### config.mk
export PLATFORM = sky130hd
export DESIGN_NAME = uart_tx_frame
export DESIGN_NICKNAME = d
export VERILOG_FILES = /design/src/rtl/uart_tx_frame.sv
export SDC_FILE = /design/constraint.sdc
export NUM_CORES = 1
export LEC_CHECK = 0
export ABC_AREA = 1
export BUFFER_PORTS_ARGS = -buffer_cell sky130_fd_sc_hd__buf_2
export CORE_UTILIZATION = 35
export DETAILED_ROUTE_END_ITERATION = 10
export PLACE_DENSITY_LB_ADDON = 0.05
export RECOVER_POWER = 50
export SLEW_MARGIN = 40
export SYNTH_ARGS = -nofsm -noshare
export SYNTH_HDL_FRONTEND = slang
export SYNTH_SLANG_ARGS = --single-unit
### constraint.sdc
create_clock -name clk_br -period 2.1 [get_ports clk_br]
set_input_delay 0.315 -clock clk_br [delete_from_list [all_inputs] [get_ports clk_br]]
set_output_delay 0.315 -clock clk_br [all_outputs]
set_load 0.01 [all_outputs]
### src/rtl/uart_tx_frame.sv
`timescale 1ns/1ps
// UART frame serialiser: start, DATA_BITS LSB first, even parity if UART_TX_PARITY_EN is defined, stop.
// Latency: tx drops to the start bit on the edge after load is sampled; done lands (2+DATA_BITS[+1])*CLKS_PER_BIT cycles later.
// Backpressure: load is accepted only while busy=0; load while busy is dropped, never queued.
module uart_tx_frame #(
    parameter int CLKS_PER_BIT = 20,
    parameter int DATA_BITS    = 8
) (
    input  logic                 clk_br,
    input  logic                 rst,
    input  logic                 load,
    input  logic [DATA_BITS-1:0] data,
    output logic                 tx,
    output logic                 busy,
    output logic                 done
);

`ifdef UART_TX_PARITY_EN
    typedef enum logic [2:0] {
        IDLE   = 3'd0,
        START  = 3'd1,
        DATA   = 3'd2,
        PARITY = 3'd3,
        STOP   = 3'd4
    } state_t;
`else
    typedef enum logic [2:0] {
        IDLE  = 3'd0,
        START = 3'd1,
        DATA  = 3'd2,
        STOP  = 3'd4
    } state_t;
`endif

    localparam logic [7:0] LAST_CNT = 8'(CLKS_PER_BIT - 1);
    localparam logic [3:0] LAST_IDX = 4'(DATA_BITS - 1);

    state_t               state;
    logic [7:0]           cnt;
    logic [3:0]           idx;
    logic [DATA_BITS-1:0] shift;
`ifdef UART_TX_PARITY_EN
    logic                 parity_bit;
`endif

    // tx is registered, so each transition loads the level of the bit being entered.
    always_ff @(posedge clk_br) begin
        if (rst) begin
            state <= IDLE;
            tx    <= 1'b1;
            busy  <= 1'b0;
            done  <= 1'b0;
            cnt   <= 8'd0;
            idx   <= 4'd0;
            shift <= '0;
`ifdef UART_TX_PARITY_EN
            parity_bit <= 1'b0;
`endif
        end else begin
            done <= 1'b0;
            case (state)
                IDLE: begin
                    tx   <= 1'b1;
                    busy <= 1'b0;
                    if (load) begin
                        shift <= data;
`ifdef UART_TX_PARITY_EN
                        parity_bit <= ^data;
`endif
                        cnt   <= 8'd0;
                        idx   <= 4'd0;
                        state <= START;
                        tx    <= 1'b0;
                        busy  <= 1'b1;
                    end
                end
                START: begin
                    if (cnt == LAST_CNT) begin
                        cnt   <= 8'd0;
                        state <= DATA;
                        tx    <= shift[0];
                    end else begin
                        cnt <= cnt + 8'd1;
                    end
                end
                DATA: begin
                    if (cnt == LAST_CNT) begin
                        cnt   <= 8'd0;
                        shift <= shift >> 1;
                        if (idx == LAST_IDX) begin
                            idx <= 4'd0;
`ifdef UART_TX_PARITY_EN
                            state <= PARITY;
                            tx    <= parity_bit;
`else
                            state <= STOP;
                            tx    <= 1'b1;
`endif
                        end else begin
                            idx <= idx + 4'd1;
                            tx  <= shift[1];
                        end
                    end else begin
                        cnt <= cnt + 8'd1;
                    end
                end
`ifdef UART_TX_PARITY_EN
                PARITY: begin
                    if (cnt == LAST_CNT) begin
                        cnt   <= 8'd0;
                        state <= STOP;
                        tx    <= 1'b1;
                    end else begin
                        cnt <= cnt + 8'd1;
                    end
                end
`endif
                STOP: begin
                    tx <= 1'b1;
                    if (cnt == LAST_CNT) begin
                        cnt   <= 8'd0;
                        state <= IDLE;
                        busy  <= 1'b0;
                        done  <= 1'b1;
                    end else begin
                        cnt <= cnt + 8'd1;
                    end
                end
                default: begin
                    state <= IDLE;
                    tx    <= 1'b1;
                    busy  <= 1'b0;
                    cnt   <= 8'd0;
                    idx   <= 4'd0;
                end
            endcase
        end
    end

endmodule

# Word level (Yosys, flattened, before mapping)
# Index checks and enable logic that the tools add are counted.
# totals
reg_bits,26
input_bits,11
# op_classes
muxes,25
n_addsub,2
bitwise_logic,3
n_reduce_logical,11
eq_ne,10
# op_table
operator,n
two-way mux 8 bit,4
case mux 8 bit (2 select lines),2
two-way mux 3 bit,5
two-way mux 4 bit,3
case mux 3 bit (4 select lines),1
case mux 4 bit (3 select lines),1
"!= test 2 bit, second input constant",5
"adder 8 x 1 -> 8 bit, second input constant",1
"== test 8 x 5 -> 1 bit, second input constant",1
two-way mux 1 bit,7
case mux 1 bit (3 select lines),2
AND reduction 3 bit,2
OR reduction 2 bit,3
AND reduction 5 bit,1
"adder 4 x 1 -> 4 bit, second input constant",1
"== test 4 x 3 -> 1 bit, second input constant",1
AND reduction 2 bit,2
"== test 3 x 1 -> 1 bit, second input constant",1
"== test 3 x 2 -> 1 bit, second input constant",1
"== test 3 bit, second input constant",1
logical NOT 3 bit,1
NOT 1 bit,3
OR reduction 3 bit,1
nonzero test 2 bit,1

# Depth between registers and ports, before layout
# Gate-level depths: netlist of run 1.
# depth
depth_word,4
ltp_mapped,8
mapped_depth_nobuf,8

# Least setup slack after synthesis of run 1
# Ideal clock, no wire load.
# synth_path
path_type,reg-to-reg
from,register cnt[0]
to,register cnt[2]
arrival_ps,1188
path_slack_ps,796
path_buffers,0
path_stages_with_launch,9
required_time_ps,1984
path_cell_list,dfxtp_1 ha_1 inv_1 nor3_4 nand2_4 nand2_2 nand2_1 nand2_2 nor2_1
# synth_between
elab_chain_cells,3
word_cells_on_any_way,4
# synth_lines
item,line_no,text
"start, declared",39,logic [7:0] cnt;
"start signal, assigned",83,cnt <= cnt + 8'd1;
"start signal, assigned",104,cnt <= cnt + 8'd1;
"start signal, assigned",126,cnt <= cnt + 8'd1;
adder 8 x 1 -> 8 bit / == test 8 x 5 -> 1 bit (equally long branches),-,
two-way mux 8 bit (*),"78, 87, 120",
case mux 8 bit (2 select lines) (*),61,case (state)
# Every way passes the cells marked *; elsewhere a longest branch is shown, timed or not.
# A chain may end at the register's enable or synchronous reset.

# Worst setup path in the final report of run 1
# Same ends and word-level chain as after synthesis.

==> results of run 1 <==
## registers in the layout (all words and copies together), names as in the netlist
register / cells
cnt: 8
shift: 8
idx: 4
state: 3
busy: 1
done: 1
tx: 1
## layout make-up
class / count / area (sq um)
well taps: 48 / 60.1
flip-flops and latches: 26 / 520
clock inverters: 1 / 30.0
fillers: 395 / 2210
clock buffers: 3 / 41.3
multi-input cells: 153 / 777
repair buffers: 13 / 61.3
inverters: 20 / 75.1
## critical path, cell delays in order (launching register included)
cell and delay [ps]:
dfxtp_1 370, ha_1 190, inv_1 80, nor3_4 190, nand2_1 230, nand2_1 210
nand2_1 70, nand2_1 180, nor2_1 70
## layout by cell type (no fill, tap or decap)
cell type	n
bufinv_16	1
nand3_2	1
nor2_4	3
ha_1	2
nand2_1	66
a21oi_1	19
inv_1	16
nor3_2	1
nor3_4	1
clkbuf_8	3
nand3_4	1
nand4_1	5
nand2_4	3
xor2_1	4
nand3_1	19
nand2_2	4
dfxtp_1	26
o21ai_0	4
nor3_1	3
nor2_2	1
buf_2	10
nor2_1	16
inv_2	4
clkbuf_1	3
## synthesized netlist by cell type
cell type	count
nand4_1	5
nand3_4	1
nor3_2	1
nor2_4	3
nor2_2	1
nand3_2	1
nand2_2	6
clkbuf_1	1
nand2_4	4
inv_2	4
nor3_1	3
xor2_1	4
inv_1	16
buf_2	1
nor2_1	16
a21oi_1	19
buf_1	1
o21ai_0	4
ha_1	2
nor3_4	1
nand2_1	63
dfxtp_1	26
nand3_1	19
buf_6	2
## through the flow
step           power (uW)  util, %  hold slack [ps]  cell area (sq um)
3_5_place_dp         1350     40.0              473               1510
3_3_place_gp         1350     40.0              461               1510
5_1_grt              1890     41.5              311               1570
2_1_floorplan        1220        -              456               1420
4_1_cts              1780     41.9              307               1580
6_report             1750     41.5              311               1570
## logic make-up (layout without fill, tap and decap cells)
logic type / count (synthesis) / after routing / synth area share [%]
xor gates and xnor gates: 4 / 4 / 2.47
AOI/OAI and AO/OA: 23 / 23 / 8.11
DFF: 26 / 26 / 36.7
adders and majority gates: 2 / 2 / 1.76
and+or+nand+nor: 124 / 124 / 43.3
buffers and inverters: 25 / 37 / 7.75
## report_power, final
group | internal [uW] | total (uW) | switching (uW)
combinational | 220 | 654 | 434
sequential | 589 | 669 | 80.4
clock | 255 | 423 | 167
## worst paths after layout
check | start | endpoint | slack [ps] | cells past startpoint
worst min register to register | busy | busy | 480 | 2
worst max-delay path | cnt[0] | cnt[2] | 400 | 8
worst min-delay path | data[7] | shift[7] | 310 | 3
worst max register to register | cnt[0] | cnt[2] | 400 | 8
## per-layer routing
metal	vias to the layer above	global-route usage [%]	part of all wire (%)
met2	39	24.7	44
met5	-	0	0
met3	5	3.65	5.7
met4	0	6.52	1.3
li1	678	-	-
met1	552	21.1	49
==> flow_summary_export.csv, run 1 <==
group,metric,value,unit
run_status,status,"completed",
clocking,cts_buffers,3,
placement,finalWeightedCongestion,0.760,
clocking,ctsHoldBuffers,0,
sta,worstMarginPinSlew,382,ps
floorplanning,start_util,37.7,%
sta,setup_ws,399,ps
clocking,postCtsSetupBuffers,0,
sta,max_clock_freq,588,MHz
placement,io_buffers,13,
routing,vias_per_cell,4.83,
critical_path,end_kind,"flip-flop",
synthesis,synth_area_leaders,"dfxtp_1, nand2_1, a21oi_1",
synthesis,yosys_warnings,0,
grt,grt_max_degree,17,
synthesis,synth_area,1420,sq um
routing,vias,1274,
clocking,numClockSinks,26,
job,drv_cap,0,
routing,wl_per_cell,11.5,um
placement,dp.cells,260,
placement,hpwl,2230,um
synthesis,syn-num-nets,217,
cells_and_area,fin_cells,264,
routing,drt_iter0_drc,69,
clocking,cts-resized-gates,0,
critical_path,start_kind,"flip-flop",
grt,grt_pass1_vias,1149,
grt,overflow,0,
sta,fin_crit,1700,ps
sta,finalSetupTns,0,ps
clocking,clock_path_buffers,2,
synthesis,synth.distinct_cells,24,
cells_and_area,diodes,0,
sta,drv_slew,0,
clocking,clk_pin_slew,100,ps
cells_and_area,drive_gt1_share,15.3,%
sta,finalCritPeriodShare,81.0,%
floorplanning,dieHeight,65.7,um
grt,grt_antenna_before_repair,0,
synthesis,synth_top_area_share,36.7,%
synthesis,synth_cells,204,
sta,fin_skew,5.86,ps
cells_and_area,fin_nets,230,
placement,pre_cts_slack,399,ps
sta,hold_viol,0,
synthesis,synth-seq-area-share,36.7,%
clocking,cts_tree,"done",
min_path,holdCritPathClass,"in2reg",
clocking,cts_root_buf,"clkbuf_8",
synthesis,ys_ff_latch,26,
routing,drc,0,
sta,slew-limit-headroom,74.3,%
clocking,cts-htree-levels,1,
routing,final_antenna_net_count,0,
floorplanning,core_area,3770,sq um
routing,wl,3030,um
sta,rsz0062_at_grt,"false",
critical_path,crit_path_max_fanout,8,
routing,firstDrtPassIters,4,
critical_path,cp.arrival,1870,ps
floorplanning,fp.dieW,65.7,um
sta,setup_viol,0,
floorplanning,rows,22,
critical_path,critical_path_required,2270,ps
grt,grt_pass1_wl,5230,um
critical_path,path_class,"reg2reg",
floorplanning,dieArea,4320,sq um
clocking,insertion_delay,280,ps
pwr,p_per_area,1120,nW/um^2
cells_and_area,syn_to_final_growth,10.2,%
pwr,power.leakage,0.000680,uW
synthesis,yosysTopAreaCell,"dfxtp_1",
synthesis,avgSynthCellArea,6.96,sq um
floorplanning,io_pins,14,
grt,grt_use_total,16.0,%
pwr,ir_drop,651,uV
Power figures use the tool's default switching activity.
==> run 2, diff against run 1 <==
==> constraint.sdc (replaced) <==
create_clock -name clk_br -period 1.6 [get_ports clk_br]
set_input_delay 0.24 -clock clk_br [delete_from_list [all_inputs] [get_ports clk_br]]
set_output_delay 0.24 -clock clk_br [all_outputs]
set_load 0.01 [all_outputs]
==> flow_summary_export.csv, run 2 (same netlist as run 1, synthesis figures left out) <==
group,metric,value,unit
run_status,status,"completed",
sta,worstMarginPinSlew,370,ps
routing,wl_per_cell,11.6,um
sta,fin_skew,2.85,ps
floorplanning,dieHeight,65.7,um
clocking,numClockSinks,26,
critical_path,path_class,"reg2reg",
cells_and_area,diodes,0,
grt,grt_use_total,16.1,%
sta,hold_ws,234,ps
pwr,power.leakage,0.000739,uW
sta,finalSetupTns,0,ps
floorplanning,fp.dieW,65.7,um
pwr,p_seq_share,39.2,%
grt,grt_pass1_vias,1146,
placement,finalWeightedCongestion,0.802,
cells_and_area,syn_to_final_growth,16.5,%
pwr,finalPower,2270,uW
cells_and_area,final_cell_mix,"nand2_1, dfxtp_1, nand3_1, a21oi_1, inv_1",
grt,grt_pass1_wl,5380,um
critical_path,crit_chain,"ha_4 > inv_1 > nor3_4 > nand3_4 > clkbuf_2 > nand3_1 > a21oi_1",
critical_path,crit_buf_inv,2,
routing,vias_per_cell,4.72,
sta,setup_viol,0,
pwr,intPower,1350,uW
critical_path,max_stage_delay,370,ps
grt,overflow,0,
cells_and_area,fin_cells,274,
pwr,ir_drop,619,uV
critical_path,crit_path_max_fanout,5,
floorplanning,rows,22,
cells_and_area,stdcell_area,1650,sq um
job,drv_cap,0,
critical_path,end_kind,"flip-flop",
floorplanning,dieArea,4320,sq um
clocking,cts_tree,"done",
cells_and_area,top_regs,"cnt (8), shift (8), idx (4)",
sta,slew-limit-headroom,75.1,%
pwr,clockPowerShare,19.2,%
routing,drt_iter0_drc,99,
sta,finalCritPeriodShare,92.4,%
critical_path,start_kind,"flip-flop",
critical_path,cp_top_family,"simple AND/OR/NAND/NOR gates",
pwr,switchingPower,920,uW
clocking,cts-htree-levels,1,
critical_path,cp.arrival,1640,ps
placement,hpwl,2290,um
floorplanning,start_util,37.7,%
critical_path,critical_path_required,1770,ps
routing,firstDrtPassIters,4,
placement,dp.cells,263,
floorplanning,core_area,3770,sq um
placement,placed_area,1530,sq um
pwr,p_comb_share,41.6,%
clocking,cts_root_buf,"clkbuf_8",
grt,grt_max_degree,16,
routing,drc,0,
routing,wl,3180,um
cells_and_area,layout_commonest_cell,"nand2_1",
placement,io_buffers,13,
pwr,p_per_area,1370,nW/um^2
clocking,cts_buffers,3,
floorplanning,io_pins,14,
critical_path,crit_path_top_delay_cell,"dfxtp_2",
routing,vias,1293,
sta,rsz0062_at_grt,"false",
sta,max_clock_freq,676,MHz
min_path,holdCritPathClass,"in2reg",
grt,grt_antenna_before_repair,0,
clocking,clock_path_buffers,2,
sta,drv_slew,0,
clocking,clk_pin_slew,90,ps
cells_and_area,fin_nets,240,
sta,fin_crit,1480,ps
cells_and_area,drive_gt1_share,21.2,%
pwr,switching_share,40.6,%
sta,hold_viol,0,
routing,final_antenna_net_count,0,
clocking,insertion_delay,270,ps
## run 2: worst paths after layout
| path | from | depth (start not counted) | slack (ps) | end |
|---|---|---|---|---|
| worst max-delay path | cnt[0] | 7 | 120 | shift[6] |
| worst min-delay path | data[7] | 3 | 230 | shift[7] |
| worst max register to register | cnt[0] | 7 | 120 | shift[6] |
| worst min register to register | busy | 2 | 470 | busy |
## run 2: cell type report
cell class / count / area [sq um]
Clock buffer: 4 / 55.1
Fill cell: 406 / 2120
Inverter: 20 / 75.1
Multi-Input combinational cell: 153 / 807
Sequential cell: 26 / 523
Tap cell: 48 / 60.1
Timing Repair Buffer: 23 / 134
## run 2: per-stage QoR
step / setup WS [ps] / utilization (%)
after global routing: 5.27 / 43.9
after CTS: 56.8 / 42.1
after global placement: 119 / 40.6
after detailed placement: 80.5 / 40.6
final: 121 / 43.9
after floorplan: 296 / -
## run 2: metal layers
layer	up-vias	GRT usage, %	wire length [um]
met4	0	4.89	28
li1	696	-	-
met5	-	0	0
met2	26	25.6	1410
met1	567	22.2	1630
met3	4	2.08	116
## run 2: what timing repair did
item,4_1_cts,5_1_grt
buffers inserted,0,7
endpoints found under the hold margin,0,0
endpoints found under the setup margin,0,18
resized for setup,0,5
hold buffers,0,0
## run 2: worst register-to-register path, delay by kind of cell, from the launching register on
kind            cells  cell delay [ps]
simple gates        3              550
flops               1              370
buf+inv             2              250
fa+ha+maj           1              140
compound gates      1               70
## run 2: power by group through the flow
stage | logic [uW] | registers, uW | clock network (uW)
final | 943 | 888 | 436
after global routing | 1070 | 904 | 484
after CTS | 907 | 876 | 446
after detailed placement | 905 | 891 | 0
after global placement | 900 | 883 | 0
after floorplan | 724 | 875 | 0
